--- src/rtl/c17_stim_pkg.sv ---
// c17_stim_pkg: shared types, constants and LFSR step for the c17 stimulus generator.
package c17_stim_pkg;
  typedef enum logic [1:0] {IDLE, APPLY, HOLD, DONE} state_t;
  localparam logic [15:0] LFSR_MASK = 16'hA011;
  localparam int IDX_NX1 = 0;
  localparam int IDX_NX7 = 1;
  localparam int IDX_NX3 = 2;
  localparam int IDX_NX2 = 3;
  localparam int IDX_NX6 = 4;
  function automatic logic [15:0] lfsr_step(input logic [15:0] s);
    return {s[14:0], 1'b0} ^ (s[15] ? LFSR_MASK : 16'h0000);
  endfunction
endpackage

--- src/rtl/c17_lfsr.sv ---
// c17_lfsr: Galois LFSR with seed load (zero seed replaced by SEED) and advance enable.
module c17_lfsr import c17_stim_pkg::*; #(
  parameter int LFSR_W = 16,
  parameter logic [LFSR_W-1:0] SEED = 16'h0001
) (
  input  logic              clk,
  input  logic              rst_n,
  input  logic              load,
  input  logic              adv,
  input  logic [LFSR_W-1:0] seed,
  output logic [LFSR_W-1:0] nxt
);
  logic [LFSR_W-1:0] value, base;
  // a same-cycle load feeds the step so the run starts from the fresh seed
  assign base = load ? (seed == '0 ? SEED : seed) : value;
  assign nxt = lfsr_step(base);
  always_ff @(posedge clk or negedge rst_n)
    if (!rst_n) value <= SEED;
    else value <= adv ? nxt : base;
endmodule

--- src/rtl/c17_stim_gen.sv ---
// c17_stim_gen: applies LFSR vectors to the c17 PIs, each held for gap+1 cycles.
module c17_stim_gen import c17_stim_pkg::*; #(
  parameter int WIDTH = 5,
  parameter int LFSR_W = 16,
  parameter int CNT_W = 16,
  parameter int GAP_W = 8,
  parameter logic [LFSR_W-1:0] SEED = 16'h0001
) (
  input  logic              clk,
  input  logic              rst_n,
  input  logic              start,
  input  logic [CNT_W-1:0]  num_vec,
  input  logic [GAP_W-1:0]  gap,
  input  logic              seed_load,
  input  logic [LFSR_W-1:0] seed,
  output logic [WIDTH-1:0]  vec_out,
  output logic              vec_valid,
  output logic [CNT_W-1:0]  vec_cnt,
  output logic              busy,
  output logic              done
);
  state_t state;
  logic [CNT_W-1:0] num_q;
  logic [GAP_W-1:0] gap_q, hold_cnt;
  logic [LFSR_W-1:0] nxt;
  logic go, fin, load;
  assign load = seed_load && state == IDLE;
  assign fin = vec_cnt == num_q;
  // go marks the edge that makes a new vector visible in the following cycle
  assign go = (state == IDLE && start && num_vec != '0) ||
              (state == APPLY && gap_q == '0 && !fin) ||
              (state == HOLD && hold_cnt == GAP_W'(1) && !fin);
  c17_lfsr #(.LFSR_W(LFSR_W), .SEED(SEED)) u_lfsr (
    .clk(clk), .rst_n(rst_n), .load(load), .adv(go), .seed(seed), .nxt(nxt)
  );
  always_ff @(posedge clk or negedge rst_n)
    if (!rst_n) begin
      state <= IDLE;
      num_q <= '0;
      gap_q <= '0;
      hold_cnt <= '0;
      vec_out <= '0;
      vec_valid <= 1'b0;
      vec_cnt <= '0;
      busy <= 1'b0;
      done <= 1'b0;
    end else begin
      vec_valid <= go;
      done <= 1'b0;
      if (go) begin
        state <= APPLY;
        vec_out <= nxt[WIDTH-1:0];
        busy <= 1'b1;
        vec_cnt <= state == IDLE ? CNT_W'(1) : vec_cnt + CNT_W'(1);
      end
      case (state)
        IDLE: if (start) begin
          num_q <= num_vec;
          gap_q <= gap;
          if (num_vec == '0) begin
            vec_cnt <= '0;
            state <= DONE;
            done <= 1'b1;
          end
        end
        APPLY: if (gap_q != '0) begin
          hold_cnt <= gap_q;
          state <= HOLD;
        end else if (fin) begin
          state <= DONE;
          done <= 1'b1;
          busy <= 1'b0;
        end
        HOLD: begin
          hold_cnt <= hold_cnt - GAP_W'(1);
          if (hold_cnt == GAP_W'(1) && fin) begin
            state <= DONE;
            done <= 1'b1;
            busy <= 1'b0;
          end
        end
        default: state <= IDLE;
      endcase
    end
endmodule
--- config.mk ---
export PLATFORM = sky130hd
export DESIGN_NAME = c17_stim_gen
export DESIGN_NICKNAME = d
export VERILOG_FILES = /design/src/rtl/c17_stim_pkg.sv /design/src/rtl/c17_lfsr.sv /design/src/rtl/c17_stim_gen.sv
export SDC_FILE = /design/constraint.sdc
export NUM_CORES = 1
export LEC_CHECK = 0
export ABC_AREA = 0
export CORE_ASPECT_RATIO = 0.6
export CORE_MARGIN = 8
export CORE_UTILIZATION = 35
export CTS_CLUSTER_SIZE = 24
export DETAILED_ROUTE_END_ITERATION = 7
export PLACE_DENSITY_LB_ADDON = 0.15
export SETUP_SLACK_MARGIN = 0.02
export SYNTH_ARGS = -nofsm -noshare
export SYNTH_HDL_FRONTEND = slang
export SYNTH_HIERARCHICAL = 1
export SYNTH_SLANG_ARGS = --single-unit
--- constraint.sdc ---
create_clock -name clk -period 3.4 [get_ports clk]
set_input_delay 0.34 -clock clk [delete_from_list [all_inputs] [get_ports clk]]
set_output_delay 0.34 -clock clk [all_outputs]
set_load 0.005 [all_outputs]
# After elaboration in Yosys (flattened, before gate mapping)

Index checks and enable logic that the tools add are counted.

Register bits: 74
Input bits: 44
Output and inout port bits: 24
Logic and storage cells: 67

$add $sub $neg: 2
Equal/unequal tests: 5
Mux-type cells: 29
Bitwise logic cells: 1
Reduce and logical (&&, ||, !) cells: 20

Operators by type and width:

| kind                                                                    | count |
|---|---|
| 16-bit 2-to-1 mux                                                       | 9 |
| 16-bit logical NOT                                                      | 2 |
| 16-bit by 1-bit adder with 16-bit output, second input constant         | 1 |
| 16-bit == test                                                          | 1 |
| 8-bit case mux with 2 select lines                                      | 1 |
| 16-bit nonzero test                                                     | 1 |
| 16-bit XOR                                                              | 1 |
| 2-bit 2-to-1 mux                                                        | 6 |
| 1-bit 2-to-1 mux                                                        | 9 |
| 8-bit by 1-bit == test with 1-bit output, second input constant         | 1 |
| 1-bit logical AND                                                       | 8 |
| 8-bit logical NOT                                                       | 1 |
| 8-bit 2-to-1 mux                                                        | 1 |
| 8-bit nonzero test                                                      | 1 |
| 8-bit by 1-bit subtractor with 8-bit output, second input constant      | 1 |
| 2-bit case mux with 3 select lines                                      | 1 |
| 2-bit AND reduction                                                     | 2 |
| 1-bit case mux with 3 select lines                                      | 1 |
| 2-bit by 1-bit == test with 1-bit output, second input constant         | 1 |
| 2-bit == test, second input constant                                    | 1 |
| 2-bit logical NOT                                                       | 1 |
| 1-bit logical OR                                                        | 2 |
| 2-bit by 1-bit inequality test with 1-bit output, second input constant | 1 |
| 1-bit case mux with 2 select lines                                      | 1 |
| 2 further kinds                                                         | 2 |

# Depth between registers and ports, before layout

Gate-level depths: netlist of the first run.

Depth in word-level cells: 9
Depth in mapped cells: 13

# Cells and area by module

The synthesis of the first run kept the hierarchy.

By module, submodules not included:

| module       | instances | cells each | area an instance (um^2) | sequential area each (um^2) |
|---|---|---|---|---|
| c17_stim_gen | 1         | 353        | 3449.6                  | 1451.4 |
| c17_lfsr     | 1         | 88         | 867.1                   | 401.6 |

# Worst setup path after synthesis of the first run

No wires, ideal clock.

Kind: register -> register
Start: reg gap_q[4]
End: reg u_lfsr.value[10]
Arrival time: 2.382 ns
Setup slack: 0.900 ns
Stages on the path, launching flop included: 11
Clock period less this slack: 2.500 ns
Cells stage by stage: dfrtp_1 -> or4_4 -> nor3_4 -> nor2_2 -> buf_6 -> o21ai_2 -> clkbuf_1 -> inv_1 -> clkbuf_1 -> nor2_1 -> nor2_1

Longest elaborated chain between the ends: 6

RTL lines:

| item                           | line               | source |
|---|---|---|
| start: declaration             | c17_stim_gen.sv:24 | `logic [GAP_W-1:0] gap_q, hold_cnt;` |
| start signal: assignment       | c17_stim_gen.sv:59 | `gap_q <= gap;` |
| 8-bit logical NOT              | c17_stim_gen.sv:31 | `(state == APPLY && gap_q == '0 && !fin) \|\|` |
| 1-bit logical AND (2 in a row) | c17_stim_gen.sv:31 |  |
| 1-bit logical OR               | c17_stim_gen.sv:30 | `assign go = (state == IDLE && start && num_vec != '0) \|\|` |
| 1-bit logical OR               | c17_stim_gen.sv:31 |  |
| net go                         | c17_stim_gen.sv:26 | `logic go, fin, load;` |
| 16-bit 2-to-1 mux              | c17_lfsr.sv:19     | `else value <= adv ? nxt : base;` |
| end signal: assignment         | c17_lfsr.sv:19     |  |
| end: declaration               | c17_lfsr.sv:13     | `logic [LFSR_W-1:0] value, base;` |

The timed path passes the listed nets, and every way through them passes these cells.
A chain may end at the register's enable or synchronous reset.

# Worst setup path after layout of the first run

Start: in num_vec[12]
End: reg vec_cnt[12]

Longest elaborated chain between the ends: 8
Elaborated cells on any way between the ends: 9
Classes of those cells: mux: 4; reduce/logical: 5

RTL lines:

| item                   | line               | source |
|---|---|---|
| start: declaration     | c17_stim_gen.sv:12 | `input logic [CNT_W-1:0] num_vec,` |
| 16-bit nonzero test    | c17_stim_gen.sv:30 |  |
| 1-bit logical AND      | c17_stim_gen.sv:30 |  |
| 1-bit logical OR       | c17_stim_gen.sv:30 |  |
| 1-bit logical OR       | c17_stim_gen.sv:31 |  |
| 16-bit 2-to-1 mux      | c17_stim_gen.sv:50 | `if (go) begin` |
| 16-bit 2-to-1 mux      | c17_stim_gen.sv:60 | `if (num_vec == '0) begin` |
| 16-bit 2-to-1 mux      | c17_stim_gen.sv:57 | `IDLE: if (start) begin` |
| 16-bit 2-to-1 mux (*)  | c17_stim_gen.sv:56 | `case (state)` |
| end signal: assignment | c17_stim_gen.sv:54 | `vec_cnt <= state == IDLE ? CNT_W'(1) : vec_cnt + CNT_W'(1);` |
| end: declaration       | c17_stim_gen.sv:18 | `output logic [CNT_W-1:0] vec_cnt,` |

Mark *: on every way between the ends. The rest lies on a longest branch, timed or not.

==> run summary, run 1 <==
The total buffers and inverters traversed by the critical path was 1. After the last flow step, the layout net total stands at 548. For this block, the via count after detailed routing is 3704.

Once the clock tree was built, the setup fixing pass inserted 0 buffers. The analysis attributes to cell leakage a power of 2.087 nW. Averaged over all synthesized cells, the footprint is 9.791 um^2. The internal portion of the total power is 3.285 mW. The clock-pin transition on the worst setup and hold timing paths is 60 ps, and the filler cell count in the final layout is 1141. The number of detailed-route iterations in the first pass was 4; the share of layout cells above drive strength 1 was 0.1653. The design draws 5.156 mW. The x dimension of the die is 159.2 um. The tools report the post-detailed-route count of antenna-violating nets as 0.

For this run, the slowest stage of the critical path takes 1080 ps. The sequential share of power is 0.356, and the switching portion of total power is 0.3629. Entering global routing, the biggest net connects 75 pins. Across the VDD grid, the largest voltage drop is 371.3 uV. Traced cell by cell, the critical path runs through clkdlybuf4s50_1 > nor4_1 > a41oi_1 > nor3_1 > a221oi_1 > a32oi_1. For this block, the initial DRC count from the detailed router was 219.

The count of cells along the worst register-to-register path is 7, and the die footprint is 16230 um^2. The final max-slew violation count was 0. Setup violations remaining at the end of the flow were counted as 0. For the clock buffer count from CTS, the log shows 9.

The path class of the tightest hold or removal check is input port to async pin. Between clock sinks in the finished design, the worst skew comes to 9.916 ps. The count of buffers added on input and output ports is 67.

The half-perimeter wire length of the detailed placement result is 9039 um, and the sequential cell area is 1853 um^2. Data on the critical path arrives at its endpoint at 3120 ps. Along the worst path, the maximum fanout reaches 9. Data on the critical path is required at its endpoint by 3650 ps.

From bottom edge to top edge, the die measures 101.9 um. The tool flagged a number of max-cap violations equal to 0. The logs give 0 for the number of remaining DRC errors and 0 ps for the final setup TNS. The flow ran to the end, and the final reports show no timing, DRC or antenna violations.

The TritonCTS sink count was 74. The number of rows in the core area is 31, and the buffer levels on the longest clock path is 2. Final hold analysis gives a worst-case slack of 165.1 ps.

The run gives 0.3583 as the starting density of the core. At the end of routability-driven placement, the weighted congestion stood at 0.7839. The area growth from synthesis to layout is 28.00%. When the netlist entered floorplanning its net count stood at 491. The worst setup path is captured at a flip-flop.

After technology mapping, the gate count stands at 440. Setup repair after global routing left no endpoint under its margin. The share of the clock period used by the worst path was 0.8417; the number of antenna violations at the first check in global routing was 0. The worst setup path is of the input port to flip-flop kind. Power per cell area: 935.2 nW/um^2. The tools report the beginning of the worst register-to-register path as state[0]. Timing would allow up to 0.3494 GHz.

The wire length of the first global-routing pass is 20350 um, and the slew of the pin with the lowest slew margin is 1296 ps. The logs give 0 for the remaining global-route overflow and 0.1292 for the max-slew headroom at the worst pin. The average detailed-routed wire length per instance works out to 18.80 um. In this run the critical register-to-register path is captured at vec_cnt[12]. The logs give 12540 um for the total wire length after detailed routing and 0 for the number of instances resized during post-cts repair. The logs give 68 for the number of top-level pins and 550 ps for the setup slack of the most critical reg-to-reg path.

The run gives 0.238 as the proportion of power drawn by the clock network. The run gives 0.406 as the combinational power share. The total global routing track utilization was 0.1566.

In this design, the largest share of critical-path delay is due to simple AND/OR/NAND/NOR gates. The tree is rooted in a sky130_fd_sc_hd__clkbuf_16. Summing all multi-input logic gate instances after layout gives 2261 um^2.

The floorplan step defined a core boundary enclosing 12020 um^2. The slowest stage of the critical path is the sky130_fd_sc_hd__nor3_1 cell. The number of buffers added to fix hold violations after cts was 0. The netlist area before placement is 4308 um^2. The logs give 0 for the total count of hold-check failures in the final report and 1.871 mW for the net load switching power.

The routed design could run at a clock period as short as 2862 ps. Using the TritonRoute via totals, the vias-per-cell ratio works out to 5.553. The worst setup path is launched from an input port. The run gives 6 as the synthesis warning total.

The repair_antennas step left the layout with diodes totalling 0. TritonCTS built the clock tree. The tools report the number of H-tree branching levels as 3.

The run gives 340 ps as the source-to-sink clock delay at the later pin of the worst-skew pair. The via count of the first global-routing pass came out at 3618.
[cell type report]
type                       count  area share
inverter                      15     0.01021
sequential                    74      0.3361
tap                          165     0.03744
clock inverter                 4     0.02178
multi-input combinational    319      0.4100
timing repair buffer          78      0.1361
clock buffer                  12     0.04833
[state kept, by name (all words and copies together) (netlist names)]
name / cells
hold_cnt: 8
done: 1
vec_cnt: 16
vec_valid: 1
u_lfsr/value: 16
state: 2
gap_q: 8
num_q: 16
busy: 1
vec_out: 5
[metal layers]
metal / global-route usage / up-vias / part of all wire / wire length, um
met5: 0 / - / 0 / 0
met4: 0.04110 / 0 / 0.010 / 131
met3: 0.04827 / 11 / 0.068 / 847
met2: 0.2127 / 105 / 0.40 / 5050
met1: 0.2323 / 1840 / 0.52 / 6509
li1: - / 1748 / - / -
[cell usage in the layout, fill, tap and decap left out, types with 7 or more instances in the layout]
cell / instances
sky130_fd_sc_hd__nor3_1: 7
sky130_fd_sc_hd__clkbuf_16: 9
sky130_fd_sc_hd__or4_1: 9
sky130_fd_sc_hd__nand3_1: 17
sky130_fd_sc_hd__a32oi_1: 9
sky130_fd_sc_hd__nand4_1: 7
sky130_fd_sc_hd__nand2_1: 15
sky130_fd_sc_hd__and2_1: 7
sky130_fd_sc_hd__mux2_2: 43
sky130_fd_sc_hd__clkdlybuf4s50_1: 66
sky130_fd_sc_hd__inv_1: 15
sky130_fd_sc_hd__nor2_1: 54
sky130_fd_sc_hd__xnor2_1: 17
sky130_fd_sc_hd__dfrtp_1: 73
sky130_fd_sc_hd__buf_4: 12
sky130_fd_sc_hd__nor4_1: 13
sky130_fd_sc_hd__o21ai_0: 14
sky130_fd_sc_hd__a21oi_1: 16
sky130_fd_sc_hd__a221oi_1: 9
sky130_fd_sc_hd__ha_1: 7
[power groups by stage]
stage / Sequential [mW] / Combinational, mW / Clock (mW)
final: 1.83 / 2.09 / 1.23
after global routing: 1.90 / 2.31 / 1.28
after CTS: 1.82 / 2.11 / 1.25
after detailed placement: 1.83 / 2.09 / 0
after global placement: 1.82 / 2.04 / 0
after floorplan: 1.59 / 1.56 / 0
[worst max path at each step]
stage	start	end	slack, ps	depth (start not counted)
after floorplan	gap_q[4]	u_lfsr/value[10]	900	10
after global placement	num_vec[3]	vec_cnt[4]	340	6
after detailed placement	num_vec[12]	vec_cnt[12]	310	6
after CTS	state[0]	vec_cnt[12]	640	7
after global routing	num_vec[12]	vec_cnt[9]	340	6
final	num_vec[12]	vec_cnt[12]	540	6
[stage by stage]
step / setup slack, ps / std cells / cell area (um^2) / utilization
6_report: 538.2 / 667 / 5514 / 0.4586
5_1_grt: 341.9 / 667 / 5514 / 0.4586
4_1_cts: 642.8 / 667 / 5514 / 0.4586
3_5_place_dp: 311.4 / 651 / 5127 / 0.4264
3_3_place_gp: 340.7 / 651 / 5127 / 0.4264
2_1_floorplan: 900.5 / 440 / 4308 / -
[worst register-to-register path, cell delays in order, from the launching register on]
cell and delay, ps:
sky130_fd_sc_hd__dfrtp_1 420, sky130_fd_sc_hd__inv_1 90, sky130_fd_sc_hd__ha_1 360, sky130_fd_sc_hd__nand2_1 210, sky130_fd_sc_hd__a41oi_1 100, sky130_fd_sc_hd__nor3_1 1080
sky130_fd_sc_hd__a221oi_1 270, sky130_fd_sc_hd__a32oi_1 240
No activity file was read; power rests on OpenSTA's default activity.
==> inputs of run 2 (changes only) <==
clock period = 2.94 ns   (was 3.4 ns; I/O delays follow)
==> run 2 against run 1 <==
Combinational power grew 19%. Clock skew down 1.0 ps. Clock-buffer cell count fell by 2. Utilization decreased by 0.42 points. Worst setup slack worse by 240 ps.
==> run summary, run 2 (synthesis gave the netlist of run 1 again) <==
The flow ran to the end, and the final reports show no timing, DRC or antenna violations. The average detailed-routed wire length per instance works out to 17.87 um (-4.9%). The area overhead of the layout relative to synthesis was 26.84%. For the total count of hold-check failures in the final report, the log shows 0 (unchanged). Number of top-level pins: 68 (unchanged). For the number of rows in the core area, the log shows 31 (unchanged). The total buffers and inverters traversed by the critical path is 3 (+2), and the placeable core region is 12020 um^2 (unchanged).

For the worst hold-check slack, the log shows 91.83 ps (-73.32 ps). Walking the worst path, the cells encountered are inv_1 > ha_1 > inv_1 > nor3_4 > nor2_2 > o21ai_2 > inv_1 > o21ai_0 > o22ai_1. On the critical path the largest part of the delay comes from simple AND/OR/NAND/NOR gates. In the final layout, the registers with the most flip-flops are num_q x16, u_lfsr/value x16, vec_cnt x16. The tools report the number of instances resized during post-cts repair as 0 (unchanged). Final max-slew violation count: 0 (unchanged). The run gives 3200 ps (-450 ps) as the required arrival time at the worst endpoint.

The x dimension of the die came out at 159.2 um (unchanged). Via count of the first global-routing pass: 3572 (-1.3%). The run gives 375 (+71%) as the number of violations reported at the end of detailed-routing iteration 0. Share of layout cells above drive strength 1: 0.1650 (-0.0003287). Class of the tightest hold or removal check: input port to async pin.

Among the stages of the critical path, the cell type that occurs most often is sky130_fd_sc_hd__inv_1. Final antenna diode count: 0 (unchanged). The number of H-tree branching levels came out at 3 (unchanged).

The clock period could shrink to 2645 ps. The slew of the pin with the lowest slew margin was 962.4 ps (-333.9 ps); the die footprint was 16230 um^2 (unchanged). The clock skew was 8.905 ps (-1.011 ps); the TritonCTS sink count was 74 (unchanged). The vias per cell was 5.452 (-1.8%); the source-to-sink clock delay at the later pin of the worst-skew pair was 340 ps (about the same). The tools report the clock buffer count from CTS as 9 (unchanged).

The share of the clock period used by the worst path was 0.8997. The run gives 0 (unchanged) as the post-detailed-route count of antenna-violating nets. The tools report the count of vias placed by the detailed router as 3642 (-1.7%).

The slowest stage of the critical path is the sky130_fd_sc_hd__nor2_2 cell. The logs give 8768 um (-3.0%) for the half-perimeter wire length of the detailed placement result and 0.7923 (+1.1%) for the routability congestion estimate. In the layout the commonest cells are sky130_fd_sc_hd__dfrtp_1 (73), sky130_fd_sc_hd__clkdlybuf4s50_1 (66), sky130_fd_sc_hd__nor2_1 (54), sky130_fd_sc_hd__mux2_2 (43). For the internal power summed over all cells, the log shows 3.579 mW (+8.9%). The logs give 324.2 ps (+12.82 ps) for the pre-CTS worst setup slack and 19490 um (-4.2%) for the wire length of the first global-routing pass. Switching portion of total power: 0.3751 (+0.01229). The total of buffers placed on input and output ports is 67 (unchanged). The number of detailed-route iterations in the first pass was 5 (+1); the highest fanout seen on the critical path was 25 (+16).

The sequential share of power was 0.363 (+0.007). The clock-pin transition on the worst setup and hold timing paths was 60 ps (about the same); the total global routing track utilization was 0.1492 (-0.007409). TritonCTS built the clock tree. The combinational power share is 0.432 (+0.026), and the setup fix buffers added after clock tree synthesis is 0 (unchanged).

The library cell used most frequently in the layout, excluding fill and tap cells, is sky130_fd_sc_hd__dfrtp_1. Net load switching power: 2.149 mW (+15%). Remaining global-route overflow: 0 (unchanged). The tools report the reported leakage power as 2.054 nW (-1.6%). The tools report the number of buffers added to fix hold violations after cts as 0 (unchanged). The final setup TNS is 0 ps (unchanged), and the max capacitance violation total is 0 (unchanged).

Timing would allow up to 0.3780 GHz. The run gives 410.8 uV (+11%) as the peak supply drop. The critical path class is flip-flop to flip-flop. Worst setup margin: 294.8 ps (-243.4 ps). The starting density of the core is 0.3583 (unchanged), and the number of remaining DRC errors is 0 (unchanged). Setup repair after global routing left no endpoint under its margin.

The run gives 550 (+0.36%) as the number of nets in the layout. The tools report the element type at the critical path start as a flip-flop. The proportion of power drawn by the clock network is 0.205 (-0.033), and the largest net degree at the start of global routing is 75 (unchanged). The root buffer cell chosen for the clock tree is sky130_fd_sc_hd__clkbuf_16. The arrival time reported for the critical path endpoint is 2910 ps (-210 ps), and the number of antenna violations at the first check in global routing is 0 (unchanged). The die extent in y is 101.9 um (unchanged). STA classifies the critical path endpoint as a flip-flop.

The run gives 11940 um (-4.8%) as the total wire length after detailed routing. The power per cell area is 1048 nW/um^2 (+12%), and the buffer levels on the longest clock path is 2 (unchanged). The final setup violation count was 0 (unchanged); the longest individual stage delay on the worst path was 680 ps (-400 ps). The max-slew headroom at the worst pin was 0.3584 (+0.2292).
-- run 2: metrics by stage --
step | power [mW] | area, um^2 | std cells | util
after floorplan | 3.645 | 4308 | 440 | -
after global placement | 4.524 | 5155 | 653 | 0.4287
after detailed placement | 4.572 | 5155 | 653 | 0.4287
after CTS | 5.763 | 5464 | 668 | 0.4544
after global routing | 6.143 | 5464 | 668 | 0.4544
final | 5.728 | 5464 | 668 | 0.4544
-- run 2: worst reg2reg max path: cells and delay by family, from the launching register on --
family | cells | cell delay, ps
DFF | 1 | 380
buffers and inverters | 3 | 620
adders and majority gates | 1 | 280
and+or+nand+nor | 2 | 760
AOI/OAI and AO/OA | 3 | 530
-- run 2: metal layers --
layer,vias to the layer above,track usage,share of wire
met4,0,0.03533,0.0067
met3,9,0.03982,0.063
met5,-,0,0
met2,118,0.2072,0.38
met1,1769,0.2228,0.55
li1,1746,-,-
-- run 2: worst paths after layout --
| kind | start | endpoint | slack, ps | depth (start not counted) |
|---|---|---|---|---|
| min in group clk | hold_cnt[1] | hold_cnt[1] | 510 | 2 |
| worst max-delay path | state[1] | u_lfsr/value[0] | 290 | 9 |
| worst min register to register | hold_cnt[1] | hold_cnt[1] | 510 | 2 |
| max in group asynchronous | rst_n | hold_cnt[6] | 2200 | 1 |
| worst min-delay path | rst_n | u_lfsr/value[5] | 90 | 1 |
| worst max register to register | state[1] | u_lfsr/value[0] | 290 | 9 |
-- run 2: power by group through the flow --
stage                     combinational, mW  clock [mW]  sequential, mW
after floorplan                        1.81           0            1.84
after global placement                 2.45           0            2.08
after detailed placement               2.48           0            2.09
after CTS                              2.50        1.19            2.08
after global routing                   2.74        1.24            2.16
final                                  2.48        1.17            2.08
-- run 2: final cells by class --
cell class              instances  area [um^2]
inverters                      15        56.30
fillers                      1155         6560
clock inverters                 5        80.08
multi-input cells             319         2261
flip-flops and latches         74         1853
well taps                     165        206.4
clock buffers                  10        229.0
repair buffers                 80        778.2
